### src/rtl/iob_cache_fe_arbiter_pkg.sv
// Shared types and constants for the iob_cache front-end arbiter.
package iob_cache_fe_arbiter_pkg;

  typedef enum logic {
    IDLE    = 1'b0,
    WAIT_RD = 1'b1
  } arb_state_t;

  localparam int STATS_CNT_W = 16;

endpackage

### src/rtl/iob_cache_rr_grant.sv
// Combinational round-robin priority rotator: picks the first valid index
// at or after ptr (mod N). Reusable by any shared-port arbiter.
module iob_cache_rr_grant #(
  parameter int N = 2,
  parameter int W = $clog2(N)
) (
  input  logic [N-1:0] valid,
  input  logic [W-1:0] ptr,
  output logic [W-1:0] gnt,
  output logic         any_valid
);

  localparam int WP = W + 1;

  logic [N-1:0]  rot;
  logic [WP-1:0] off;
  logic [WP-1:0] sum;

  always_comb begin
    // Rotate so that bit 0 is the requester currently holding priority.
    rot = N'({valid, valid} >> ptr);
    off = '0;
    for (int j = N - 1; j >= 0; j--) begin
      if (rot[j]) off = WP'(j);
    end
    sum = {1'b0, ptr} + off;
    gnt = (sum >= WP'(N)) ? W'(sum - WP'(N)) : W'(sum);
  end

  assign any_valid = |valid;

endmodule

### src/rtl/iob_cache_fe_arbiter.sv
// Round-robin arbiter sharing one iob_cache front-end port among N_REQ masters.
// Define IOB_CACHE_FE_ARB_STATS_EN to add per-requester grant counters.
module iob_cache_fe_arbiter
  import iob_cache_fe_arbiter_pkg::*;
#(
  parameter int N_REQ   = 2,
  parameter int ADDR_W  = 30,
  parameter int DATA_W  = 32,
  parameter int N_REQ_W = $clog2(N_REQ)
) (
  input  logic                       clk_i,
  input  logic                       cke_i,
  input  logic                       rst_i,
  input  logic [N_REQ-1:0]           req_valid_i,
  input  logic [N_REQ*ADDR_W-1:0]    req_addr_i,
  input  logic [N_REQ*DATA_W-1:0]    req_wdata_i,
  input  logic [N_REQ*DATA_W/8-1:0]  req_wstrb_i,
  output logic [N_REQ-1:0]           req_ready_o,
  output logic [N_REQ-1:0]           req_rvalid_o,
  output logic [DATA_W-1:0]          req_rdata_o,
  output logic                       cache_valid_o,
  output logic [ADDR_W-1:0]          cache_addr_o,
  output logic [DATA_W-1:0]          cache_wdata_o,
  output logic [DATA_W/8-1:0]        cache_wstrb_o,
  input  logic                       cache_ready_i,
  input  logic                       cache_rvalid_i,
  input  logic [DATA_W-1:0]          cache_rdata_i
`ifdef IOB_CACHE_FE_ARB_STATS_EN
  ,
  input  logic                       stats_clr_i,
  output logic [N_REQ*STATS_CNT_W-1:0] grant_cnt_o
`endif
);

  localparam int STRB_W = DATA_W / 8;

  // Handshake: a request transfers on a cycle where cache_valid_o and
  // cache_ready_i are both high; the requester must hold its fields until
  // its req_ready_o bit is seen. Read data is valid only with req_rvalid_o.

  arb_state_t          state, state_nxt;
  logic [N_REQ_W-1:0]  rr_ptr, owner, gnt, ptr_nxt;
  logic                any_valid, accept;
  logic [ADDR_W-1:0]   gnt_addr;
  logic [DATA_W-1:0]   gnt_wdata;
  logic [STRB_W-1:0]   gnt_wstrb;

  iob_cache_rr_grant #(
    .N (N_REQ),
    .W (N_REQ_W)
  ) u_rr_grant (
    .valid     (req_valid_i),
    .ptr       (rr_ptr),
    .gnt       (gnt),
    .any_valid (any_valid)
  );

  always_comb begin
    gnt_addr  = '0;
    gnt_wdata = '0;
    gnt_wstrb = '0;
    for (int k = 0; k < N_REQ; k++) begin
      if (gnt == N_REQ_W'(k)) begin
        gnt_addr  = req_addr_i[k*ADDR_W +: ADDR_W];
        gnt_wdata = req_wdata_i[k*DATA_W +: DATA_W];
        gnt_wstrb = req_wstrb_i[k*STRB_W +: STRB_W];
      end
    end
  end

  assign ptr_nxt = (gnt == N_REQ_W'(N_REQ - 1)) ? '0 : gnt + 1'b1;

  always_comb begin
    state_nxt     = state;
    accept        = 1'b0;
    cache_valid_o = 1'b0;
    cache_addr_o  = '0;
    cache_wdata_o = '0;
    cache_wstrb_o = '0;
    req_ready_o   = '0;
    req_rvalid_o  = '0;
    req_rdata_o   = '0;
    if (!rst_i) begin
      req_rdata_o = cache_rdata_i;
      case (state)
        IDLE: begin
          cache_valid_o = any_valid;
          cache_addr_o  = gnt_addr;
          cache_wdata_o = gnt_wdata;
          cache_wstrb_o = gnt_wstrb;
          if (any_valid) req_ready_o[gnt] = cache_ready_i;
          accept = any_valid & cache_ready_i;
          // Writes stay in IDLE so they can stream back to back.
          if (accept && gnt_wstrb == '0) state_nxt = WAIT_RD;
        end
        WAIT_RD: begin
          req_rvalid_o[owner] = cache_rvalid_i;
          if (cache_rvalid_i) state_nxt = IDLE;
        end
        default: state_nxt = IDLE;
      endcase
    end
  end

  always_ff @(posedge clk_i) begin
    if (rst_i) begin
      state  <= IDLE;
      rr_ptr <= '0;
      owner  <= '0;
    end else if (cke_i) begin
      state <= state_nxt;
      if (accept) begin
        rr_ptr <= ptr_nxt;
        owner  <= gnt;
      end
    end
  end

`ifdef IOB_CACHE_FE_ARB_STATS_EN
  logic [STATS_CNT_W-1:0] grant_cnt [N_REQ];

  always_ff @(posedge clk_i) begin
    if (rst_i) begin
      for (int k = 0; k < N_REQ; k++) grant_cnt[k] <= '0;
    end else if (cke_i) begin
      for (int k = 0; k < N_REQ; k++) begin
        if (stats_clr_i) begin
          grant_cnt[k] <= '0;
        end else if (accept && gnt == N_REQ_W'(k) && grant_cnt[k] != '1) begin
          grant_cnt[k] <= grant_cnt[k] + 1'b1;
        end
      end
    end
  end

  always_comb begin
    grant_cnt_o = '0;
    for (int k = 0; k < N_REQ; k++) grant_cnt_o[k*STATS_CNT_W +: STATS_CNT_W] = grant_cnt[k];
  end
`endif

endmodule

### config.mk
export PLATFORM = sky130hd
export DESIGN_NAME = iob_cache_fe_arbiter
export DESIGN_NICKNAME = d
export VERILOG_FILES = /design/src/rtl/iob_cache_fe_arbiter_pkg.sv /design/src/rtl/iob_cache_rr_grant.sv /design/src/rtl/iob_cache_fe_arbiter.sv
export SDC_FILE = /design/constraint.sdc
export NUM_CORES = 1
export LEC_CHECK = 0
export ABC_AREA = 1
export ABC_CLOCK_PERIOD_IN_PS = 1500
export BUFFER_PORTS_ARGS = -buffer_cell sky130_fd_sc_hd__clkbuf_2
export CELL_PAD_IN_SITES_DETAIL_PLACEMENT = 1
export CELL_PAD_IN_SITES_GLOBAL_PLACEMENT = 1
export CORE_MARGIN = 8
export CORE_UTILIZATION = 14
export CTS_BUF_LIST = sky130_fd_sc_hd__clkbuf_8 sky130_fd_sc_hd__clkbuf_16
export DETAILED_ROUTE_END_ITERATION = 7
export PLACE_DENSITY_LB_ADDON = 0.08
export SLEW_MARGIN = 30
export SYNTH_ARGS = -nofsm -noshare
export SYNTH_HDL_FRONTEND = slang
export SYNTH_SLANG_ARGS = --single-unit
### constraint.sdc
create_clock -name clk_i -period 1.5 [get_ports clk_i]
set_input_delay 0 -clock clk_i [delete_from_list [all_inputs] [get_ports clk_i]]
set_output_delay 0 -clock clk_i [all_outputs]
set_load 0.03 [all_outputs]
==> results.sh, run 1 <==
export IMPL_status="complete, no violations"
export IMPL_critPathArrivalTime_ps=1440
export IMPL_clkLatencyLatePin_ps=220
export IMPL_grtUsageTotal_pct=14.00
export IMPL_area_growth_pct=130.7
export IMPL_drc=0
export IMPL_dr_first_iter_drc_count=85
export IMPL_synth_top_area_share_pct=34.95
export IMPL_die_y_um=121.1
export IMPL_ys_ff_latch=3
export IMPL_syn_nets=499
export IMPL_utilization_pct=33.05
export IMPL_core_area_um2=10790
export IMPL_stdcell_area_um2=3567
export IMPL_clockBufferDepth=2
export IMPL_n_antenna_cell=0
export IMPL_setup_viol=0
export IMPL_yosys_top_cells_area="nor2_1 35%, o21ai_0 19%, inv_1 9.5%"
export IMPL_syn_inst=328
export IMPL_yosysSeqAreaShare_pct=3.883
export IMPL_synth_warnings=0
export IMPL_maxSlewHeadroom_pct=78.51
export IMPL_p_leak_nw=2.128
export IMPL_grt_pass1_vias=3142
export IMPL_die_x_um=121.1
export IMPL_initial_utilization_pct=14.33
export IMPL_syn_mean_instance_area_um2=4.715
export IMPL_fin_crit_ps=1440
export IMPL_vdd_ir_drop_max_uv=208.0
export IMPL_root_buffer="clkbuf_8"
export IMPL_gp_congestion=0.7599
export IMPL_worst_path_buf_inv=4
export IMPL_powerDensity_nw_per_um2=494.7
export IMPL_hpwl_um=9547
export IMPL_synth_distinct_cells=19
export IMPL_numCtsBuffers=3
export IMPL_cts_sinks=3
export IMPL_fin_nets=773
export IMPL_cts_tree="done"
export IMPL_drv_slew=0
export IMPL_wire_per_inst_um=16.24
export IMPL_ios=274
export IMPL_worstMarginPinSlew_ps=322.3
export IMPL_clkTransAtPathRegs_ps=30
export IMPL_min_path_type="input port to flip-flop"
export IMPL_yosys_area_top_type="nor2_1"
export IMPL_vias_per_cell=4.161
export IMPL_die_area_um2=14670
export IMPL_clock_skew_final_ps=0.4779
export IMPL_wirelength_um=12040
export IMPL_ant_nets=0
export IMPL_num_fill_cells=1491
export IMPL_critPathRequiredTime_ps=1500
export IMPL_hold_violations=0
export IMPL_slowest_delay_ps=340
export IMPL_slowest_stage="dfxtp_1"
export IMPL_htreeDepth=1
export IMPL_crit_chain="nor2_4 > buf_12 > buf_12 > inv_1 > a21oi_1 > buf_2"
export IMPL_cp_end_kind="output pin"
export IMPL_grt_pass1_wl_um=16570
export IMPL_synth_area_um2=1546
export IMPL_place_area_um2=3009
export IMPL_rsz0062_at_grt="true"
export IMPL_fmax_mhz=694.3
export IMPL_fp_row_count=38
export IMPL_grt_remaining_overflow=0
export IMPL_cpMostUsedCell="buf_12"
export IMPL_drv_cap=0
export IMPL_antenna_found_initial=0
export IMPL_min_period_over_period_pct=96.01
export IMPL_cp_max_fo=22
export IMPL_num_vias=3083
export IMPL_firstDrtPassIters=4
export IMPL_worst_path_dominant_cell_family="buffers and inverters"
export IMPL_drive_gt1_share_pct=55.74
export IMPL_grt_max_degree=53
export IMPL_critical_path_class="flip-flop to output pin"
export IMPL_critPathLaunchType="flip-flop"
export IMPL_io_buffers=273
report_power, final:
part / internal (mW) / total [mW] / leakage (nW) / switching [mW]
Clock: 0.174 / 0.229 / 0.0269 / 0.0546
Sequential: 0.0829 / 0.0852 / 0.0247 / 0.00228
Combinational: 0.595 / 1.45 / 2.08 / 0.856
cells by family after synthesis:
group / share of synthesized area (%)
flip-flops: 3.884
AND/OR/NAND/NOR: 50.81
buffers and inverters: 22.65
AO/OA/AOI/OAI: 22.65
worst min-delay path, stage by stage:
cell and delay (ps):
clkbuf_2 90, nand2_1 50, nand3_1 60, nand2_1 50
cells in the mapped netlist (all sizes together):
library cell,n
buf,18
nand4,1
inv,41
nand2,16
dfxtp,3
a21oi,6
clkbuf,7
nor2,165
o21ai,64
nand3,7
per-layer routing:
metal | vias to the layer above | share of wire (%) | global-route usage [%]
met4 | 0 | 1.1 | 3.044
met1 | 1378 | 36 | 14.05
met2 | 152 | 53 | 26.63
li1 | 1543 | - | -
met5 | - | 0 | 0
met3 | 10 | 9.4 | 5.305
worst paths after layout:
kind	from	end	slack, ps	cells after the start
worst max-delay path	state	cache_valid_o	60	6
worst min register to register	owner	owner	500	2
worst min-delay path	cache_rvalid_i	state	80	4
worst max register to register	rr_ptr	state	240	9
placed cells by master (no fill, tap or decap), drive strengths merged:
cell and n:
nand2 16, clkbuf 253, o21ai 64, nand4 1, nor2 165, inv 41
nand3 7, buf 44, dfxtp 3, clkinv 1, a21oi 6
sequential cells by signal (all words and copies together), names as in the netlist:
name / flops
owner: 1
state: 1
rr_ptr: 1
layout make-up:
type | count | area [um^2] | area share [%]
repair buffers | 294 | 1931 | 54.12
flip-flops and latches | 3 | 61.31 | 1.719
multi-input cells | 259 | 1189 | 33.32
well taps | 140 | 175.2 | 4.911
clock inverters | 1 | 3.754 | 0.1052
inverters | 41 | 166.4 | 4.665
clock buffers | 3 | 41.29 | 1.157
what timing repair did:
action                     4_1_cts  5_1_grt
gates resized for setup         63       86
setup endpoints to repair       59       67
setup buffers                    0        5
gates cloned                     0        6
hold buffers                     0        0
pin swaps                        0        5
stage by stage:
step	hold WS (ps)	TNS, ps	setup WS [ps]	instances	total power [mW]
2_1_floorplan	147.1	0	179.1	328	0.8524
3_3_place_gp	301.3	0	219.2	726	1.319
3_5_place_dp	309.6	0	175.1	726	1.333
4_1_cts	80.94	-702.1	-37.61	730	1.650
5_1_grt	109.8	-247.2	-29.39	741	1.903
6_report	77.58	0	59.80	741	1.765
No activity file was read; power rests on OpenSTA's default activity.
==> inputs of run 2 (changes only) <==
- ABC_CLOCK_PERIOD_IN_PS: 1500 -> 1400
- clock period: 1.5 -> 1.4 ns (I/O delays scaled with it)
==> results.sh, run 2 (synthesized netlist as in run 1, its figures left out) <==
export IMPL_r2r_end="state"
export IMPL_cp_end_kind="output pin"
export IMPL_ant_nets=0
export IMPL_reg2regPathDepth=9
export IMPL_die_area_um2=14670
export IMPL_critPathLaunchType="flip-flop"
export IMPL_mostFrequentLayoutCells="204 x clkbuf_2, 117 x nor2_1, 40 x clkbuf_8, 39 x nor2_2"
export IMPL_grt_remaining_overflow=0
export IMPL_cp_max_fo=7
export IMPL_area_growth_pct=169.1
export IMPL_n_antenna_cell=0
export IMPL_die_y_um=121.1
export IMPL_fp_row_count=38
export IMPL_reg2reg_slack_ps=100
export IMPL_place_area_um2=3009
export IMPL_cts_tree="done"
export IMPL_ios=274
export IMPL_fmax_mhz=685.8
export IMPL_r2r_start="rr_ptr"
export IMPL_violations="negative setup slack"
export IMPL_grt_pass1_vias=3362
export IMPL_vdd_ir_drop_max_uv=223.3
export IMPL_grt_pass1_wl_um=18210
export IMPL_cts_hold_buf=0
export IMPL_num_fill_cells=1452
export IMPL_p_leak_nw=2.335
export IMPL_drc=0
export IMPL_critPathArrivalTime_ps=1460
export IMPL_min_period_over_period_pct=104.1
export IMPL_root_buffer="clkbuf_8"
export IMPL_cts_sinks=3
export IMPL_fin_nets=786
export IMPL_firstDrtPassIters=4
export IMPL_num_vias=3167
export IMPL_largestRegisters="owner: 1 flops, rr_ptr: 1 flops, state: 1 flops"
export IMPL_fin_crit_ps=1458
export IMPL_numCtsBuffers=3
export IMPL_stdcell_area_um2=4161
export IMPL_clockBufferDepth=2
export IMPL_die_x_um=121.1
export IMPL_wire_per_inst_um=17.11
export IMPL_critical_path_class="flip-flop to output pin"
export IMPL_min_path_type="input port to flip-flop"
export IMPL_multi_input_area_um2=1358
export IMPL_antenna_found_initial=0
export IMPL_drv_cap=0
export IMPL_gp_congestion=0.7539
export IMPL_initial_utilization_pct=14.33
export IMPL_setup_viol=51
export IMPL_utilization_pct=38.56
export IMPL_status="finished, violations left"
export IMPL_dr_first_iter_drc_count=66
export IMPL_min_to="state"
export IMPL_powerDensity_nw_per_um2=521.8
export IMPL_critPathRequiredTime_ps=1400
export IMPL_grt_max_degree=35
export IMPL_vias_per_cell=4.200
export IMPL_min_from="cache_rvalid_i"
export IMPL_clkTransAtPathRegs_ps=30
export IMPL_finalHoldWorstSlack_ps=73.68
export IMPL_drv_slew=0
export IMPL_maxSlewHeadroom_pct=79.21
export IMPL_rsz0062_at_grt="true"
export IMPL_clkLatencyLatePin_ps=220
export IMPL_clock_skew_final_ps=0.8408
export IMPL_hold_path_depth=4
export IMPL_grtUsageTotal_pct=15.63
export IMPL_htreeDepth=1
export IMPL_hold_violations=0
export IMPL_seqCellArea_um2=62.56
export IMPL_power_mw=2.171
export IMPL_worst_slack_ps=-58.08
export IMPL_wirelength_um=12900
export IMPL_drive_gt1_share_pct=62.54
export IMPL_final_common_cell="clkbuf_2"
export IMPL_core_area_um2=10790
export IMPL_worstMarginPinSlew_ps=311.9
export IMPL_io_buffers=273
export IMPL_hpwl_um=9366
export IMPL_pre_cts_ws_ps=52.82
-- run 2: changes by cell type in the layout (fill, tap and decap cells not counted), moves of 8 or more --
cell,delta
nor2_4,+8
nor2_2,+13
buf_2,-8
o21ai_2,+10
nor2_1,-21
clkbuf_4,-25
buf_4,+13
clkbuf_8,+25
o21ai_0,-31
o21ai_1,+20
-- run 2: per-stage QoR --
| stage | instances | setup TNS [ps] |
|---|---|---|
| final | 754 | -1140 |
| after global routing | 754 | -6363 |
| after CTS | 744 | -4724 |
| after detailed placement | 726 | 0 |
| after global placement | 726 | 0 |
| after floorplan | 328 | 0 |
-- run 2: layout make-up --
| cell class | instances | share of cell area (%) |
|---|---|---|
| repair buffers | 305 | 56.19 |
| multi-input cells | 260 | 32.62 |
| well taps | 140 | 4.209 |
| inverters | 41 | 3.999 |
| flip-flops and latches | 3 | 1.503 |
| clock buffers | 3 | 0.9922 |
| repair inverters | 1 | 0.3909 |
| clock inverters | 1 | 0.09020 |
-- run 2: worst max-delay path by stage --
| stage | end | depth (start not counted) | from |
|---|---|---|---|
| floorplan | cache_addr_o[12] | 8 | rr_ptr |
| global placement | cache_addr_o[9] | 8 | rr_ptr |
| detailed placement | cache_addr_o[0] | 8 | rr_ptr |
| CTS | cache_addr_o[10] | 8 | rr_ptr |
| global route | cache_wdata_o[3] | 8 | rr_ptr |
| finish | cache_wdata_o[22] | 8 | rr_ptr |
-- run 2: per-layer routing --
| layer | wire [um] | global-route usage, % | part of all wire [%] | vias to the layer above |
|---|---|---|---|---|
| met4 | 120 | 2.888 | 0.93 | 0 |
| met1 | 4684 | 15.96 | 36 | 1430 |
| met2 | 6981 | 30.43 | 54 | 149 |
| met3 | 1112 | 4.793 | 8.6 | 6 |
| li1 | - | - | - | 1582 |
| met5 | 0 | 0 | 0 | - |
-- run 2: critical path: stages, from the launching register on --
cell and delay [ps]:
dfxtp_2 340, nand2_2 70, nand2_4 110, nand2_8 120, inv_12 110, clkbuf_16 160
nor2_1 40, nor2_1 110, clkbuf_8 170
-- run 2: where the power goes --
part | switching (mW) | internal (mW)
clock network | 0.0574 | 0.187
logic | 1.02 | 0.820
registers | 0.00238 | 0.0889
-- run 2: timing repair --
| action | 4_1_cts | 5_1_grt |
|---|---|---|
| setup buffers | 7 | 4 |
| endpoints found under the setup margin | 68 | 72 |
| cloned | 7 | 9 |
| gates resized for setup | 160 | 118 |
| pin swaps | 8 | 54 |
==> inputs of run 3 (changes only) <==
- CORE_UTILIZATION: 14 -> 13
- SYNTH_HIERARCHICAL: not set -> 1
==> results.sh, run 3 <==
export IMPL_maxSlewHeadroom_pct=80.30
export IMPL_dr_first_iter_drc_count=86
export IMPL_numCtsBuffers=3
export IMPL_cp_max_fo=14
export IMPL_syn_mean_instance_area_um2=4.494
export IMPL_initial_utilization_pct=13.13
export IMPL_min_period_over_period_pct=111.9
export IMPL_critPathArrivalTime_ps=1570
export IMPL_status="finished, violations left"
export IMPL_firstDrtPassIters=4
export IMPL_die_area_um2=15000
export IMPL_powerDensity_nw_per_um2=563.1
export IMPL_final_common_cell="clkbuf_2"
export IMPL_htreeDepth=1
export IMPL_pre_cts_ws_ps=-30.84
export IMPL_dp_cells=728
export IMPL_post_layout_nonfiller_instances=748
export IMPL_gp_congestion=0.7371
export IMPL_violations="negative setup slack"
export IMPL_n_antenna_cell=0
export IMPL_wirelength_um=12740
export IMPL_core_area_um2=11220
export IMPL_syn_inst=328
export IMPL_hpwl_um=9440
export IMPL_synth_distinct_cells=19
export IMPL_synth_top_area_share_pct=41.26
export IMPL_crit_start="rr_ptr"
export IMPL_ant_nets=0
export IMPL_min_from="cke_i"
export IMPL_yosysSeqAreaShare_pct=4.075
export IMPL_fin_crit_ps=1567
export IMPL_wire_per_inst_um=17.03
export IMPL_setup_viol=68
export IMPL_power_mw=2.510
export IMPL_critPathRequiredTime_ps=1400
export IMPL_utilization_pct=39.71
export IMPL_clock_skew_final_ps=1.767
export IMPL_synth_flop_cell="dfxtp_1"
export IMPL_cts_hold_buf=0
export IMPL_worst_slack_ps=-167.2
export IMPL_vdd_ir_drop_max_uv=378.2
export IMPL_num_vias=3175
export IMPL_drv_slew=0
export IMPL_io_buffers=273
export IMPL_rsz0062_at_grt="true"
export IMPL_mostFrequentLayoutCells="204 x clkbuf_2, 107 x nor2_2, 60 x clkbuf_8, 39 x nor2_1, 39 x inv_1"
export IMPL_clkTransAtPathRegs_ps=30
export IMPL_vias_per_cell=4.245
export IMPL_synth_async_sr_flop_share_pct=0
export IMPL_hold_violations=0
export IMPL_grt_max_degree=35
export IMPL_grt_pass1_vias=3283
export IMPL_yosysMostFrequentCell="nor2_1"
export IMPL_grt_pass1_wl_um=17100
export IMPL_largestRegisters="owner: 1 flops, rr_ptr: 1 flops, state: 1 flops"
export IMPL_cts_sinks=3
export IMPL_drive_gt1_share_pct=73.39
export IMPL_clockBufferDepth=2
export IMPL_ys_ff_latch=3
export IMPL_finalHoldWorstSlack_ps=10.12
export IMPL_syn_nets=499
export IMPL_fin_nets=777
export IMPL_min_path_type="input port to flip-flop"
export IMPL_r2r_start="rr_ptr"
export IMPL_cts_tree="done"
export IMPL_antenna_found_initial=0
export IMPL_fp_row_count=39
export IMPL_slowest_delay_ps=340
export IMPL_drc=0
export IMPL_critical_path_class="flip-flop to output pin"
export IMPL_root_buffer="clkbuf_16"
export IMPL_die_x_um=122.5
export IMPL_cp_end_kind="output pin"
export IMPL_fmax_mhz=638.1
export IMPL_grt_remaining_overflow=0
export IMPL_synth_warnings=6
export IMPL_ios=274
export IMPL_synth_area_um2=1474
export IMPL_yosys_top_cells_count="162 x nor2_1, 49 x o21ai_0, 39 x inv_1, 21 x nand2_1, 12 x o21ai_1"
export IMPL_drv_cap=0
export IMPL_worstMarginPinSlew_ps=295.5
export IMPL_crit_chain="nand2_2 > a21oi_4 > buf_12 > inv_12 > clkbuf_16 > nor2_4 > nor2_2 > clkbuf_8"
export IMPL_area_growth_pct=202.4
export IMPL_yosys_top_cells_area="nor2_1 41%, o21ai_0 17%, inv_1 9.9%"
export IMPL_synth_edf_count=0
export IMPL_die_y_um=122.5
export IMPL_grtUsageTotal_pct=14.16
export IMPL_p_leak_nw=2.368
export IMPL_critPathLaunchType="flip-flop"
export IMPL_slowest_stage="dfxtp_2"
export IMPL_yosys_area_top_type="nor2_1"
export IMPL_clkLatencyLatePin_ps=230
==> run 3: critical path, delay by kind of cell (launching register included) <==
kind	cells	cell delay, ps
AOI/OAI and AO/OA	1	170
and+or+nand+nor	3	210
DFF	1	340
buffers and inverters	4	600
==> run 3: layout make-up <==
cell class,count,area (um^2)
sequential,3,62.56
clock buffer,3,75.07
tap,143,178.9
inverter,40,166.4
fill,1443,6766
clock inverter,1,3.754
timing repair buffer,297,2421
multi-input combinational,261,1549
==> run 3: timing repair <==
action                                  CTS  global route
gates resized for setup                 217            46
endpoints found under the setup margin   69            72
pin swaps                                 3             4
setup buffers                             2             3
cloned                                    2             9
==> run 3: routing by layer <==
layer	vias to the layer above	wire (um)	track usage, %	part of all wire [%]
met4	0	83	1.904	0.65
li1	1558	-	-	-
met2	154	6873	27.84	54
met5	-	0	0	0
met3	8	1131	4.416	8.9
met1	1455	4652	14.56	37
==> run 3: cells by family (layout without fill, tap and decap cells) <==
logic type             Yosys count  count (layout)  synth area share, %
AO/OA/AOI/OAI                   68              68                23.09
buffers and inverters           64             341                21.05
AND/OR/NAND/NOR                193             193                51.78
flip-flops                       3               3                4.075
==> run 3: worst paths after layout <==
check | end | slack [ps] | cells past startpoint
min | owner | 10 | 2
min reg2reg | rr_ptr | 510 | 2
max | cache_addr_o[21] | -170 | 8
max reg2reg | state | 40 | 9
==> run 3: power breakdown <==
group          internal, mW  leakage [nW]  switching, mW
Sequential           0.0910        0.0254        0.00442
Combinational         0.876          2.30           1.08
Clock                 0.369        0.0423         0.0892
==> run 3: through the flow <==
step | cell area (um^2) | setup TNS [ps]
2_1_floorplan | 1644 | -8.003
3_3_place_gp | 3178 | 0
3_5_place_dp | 3178 | -145.3
4_1_cts | 4086 | -9820
5_1_grt | 4457 | -14920
6_report | 4457 | -9436
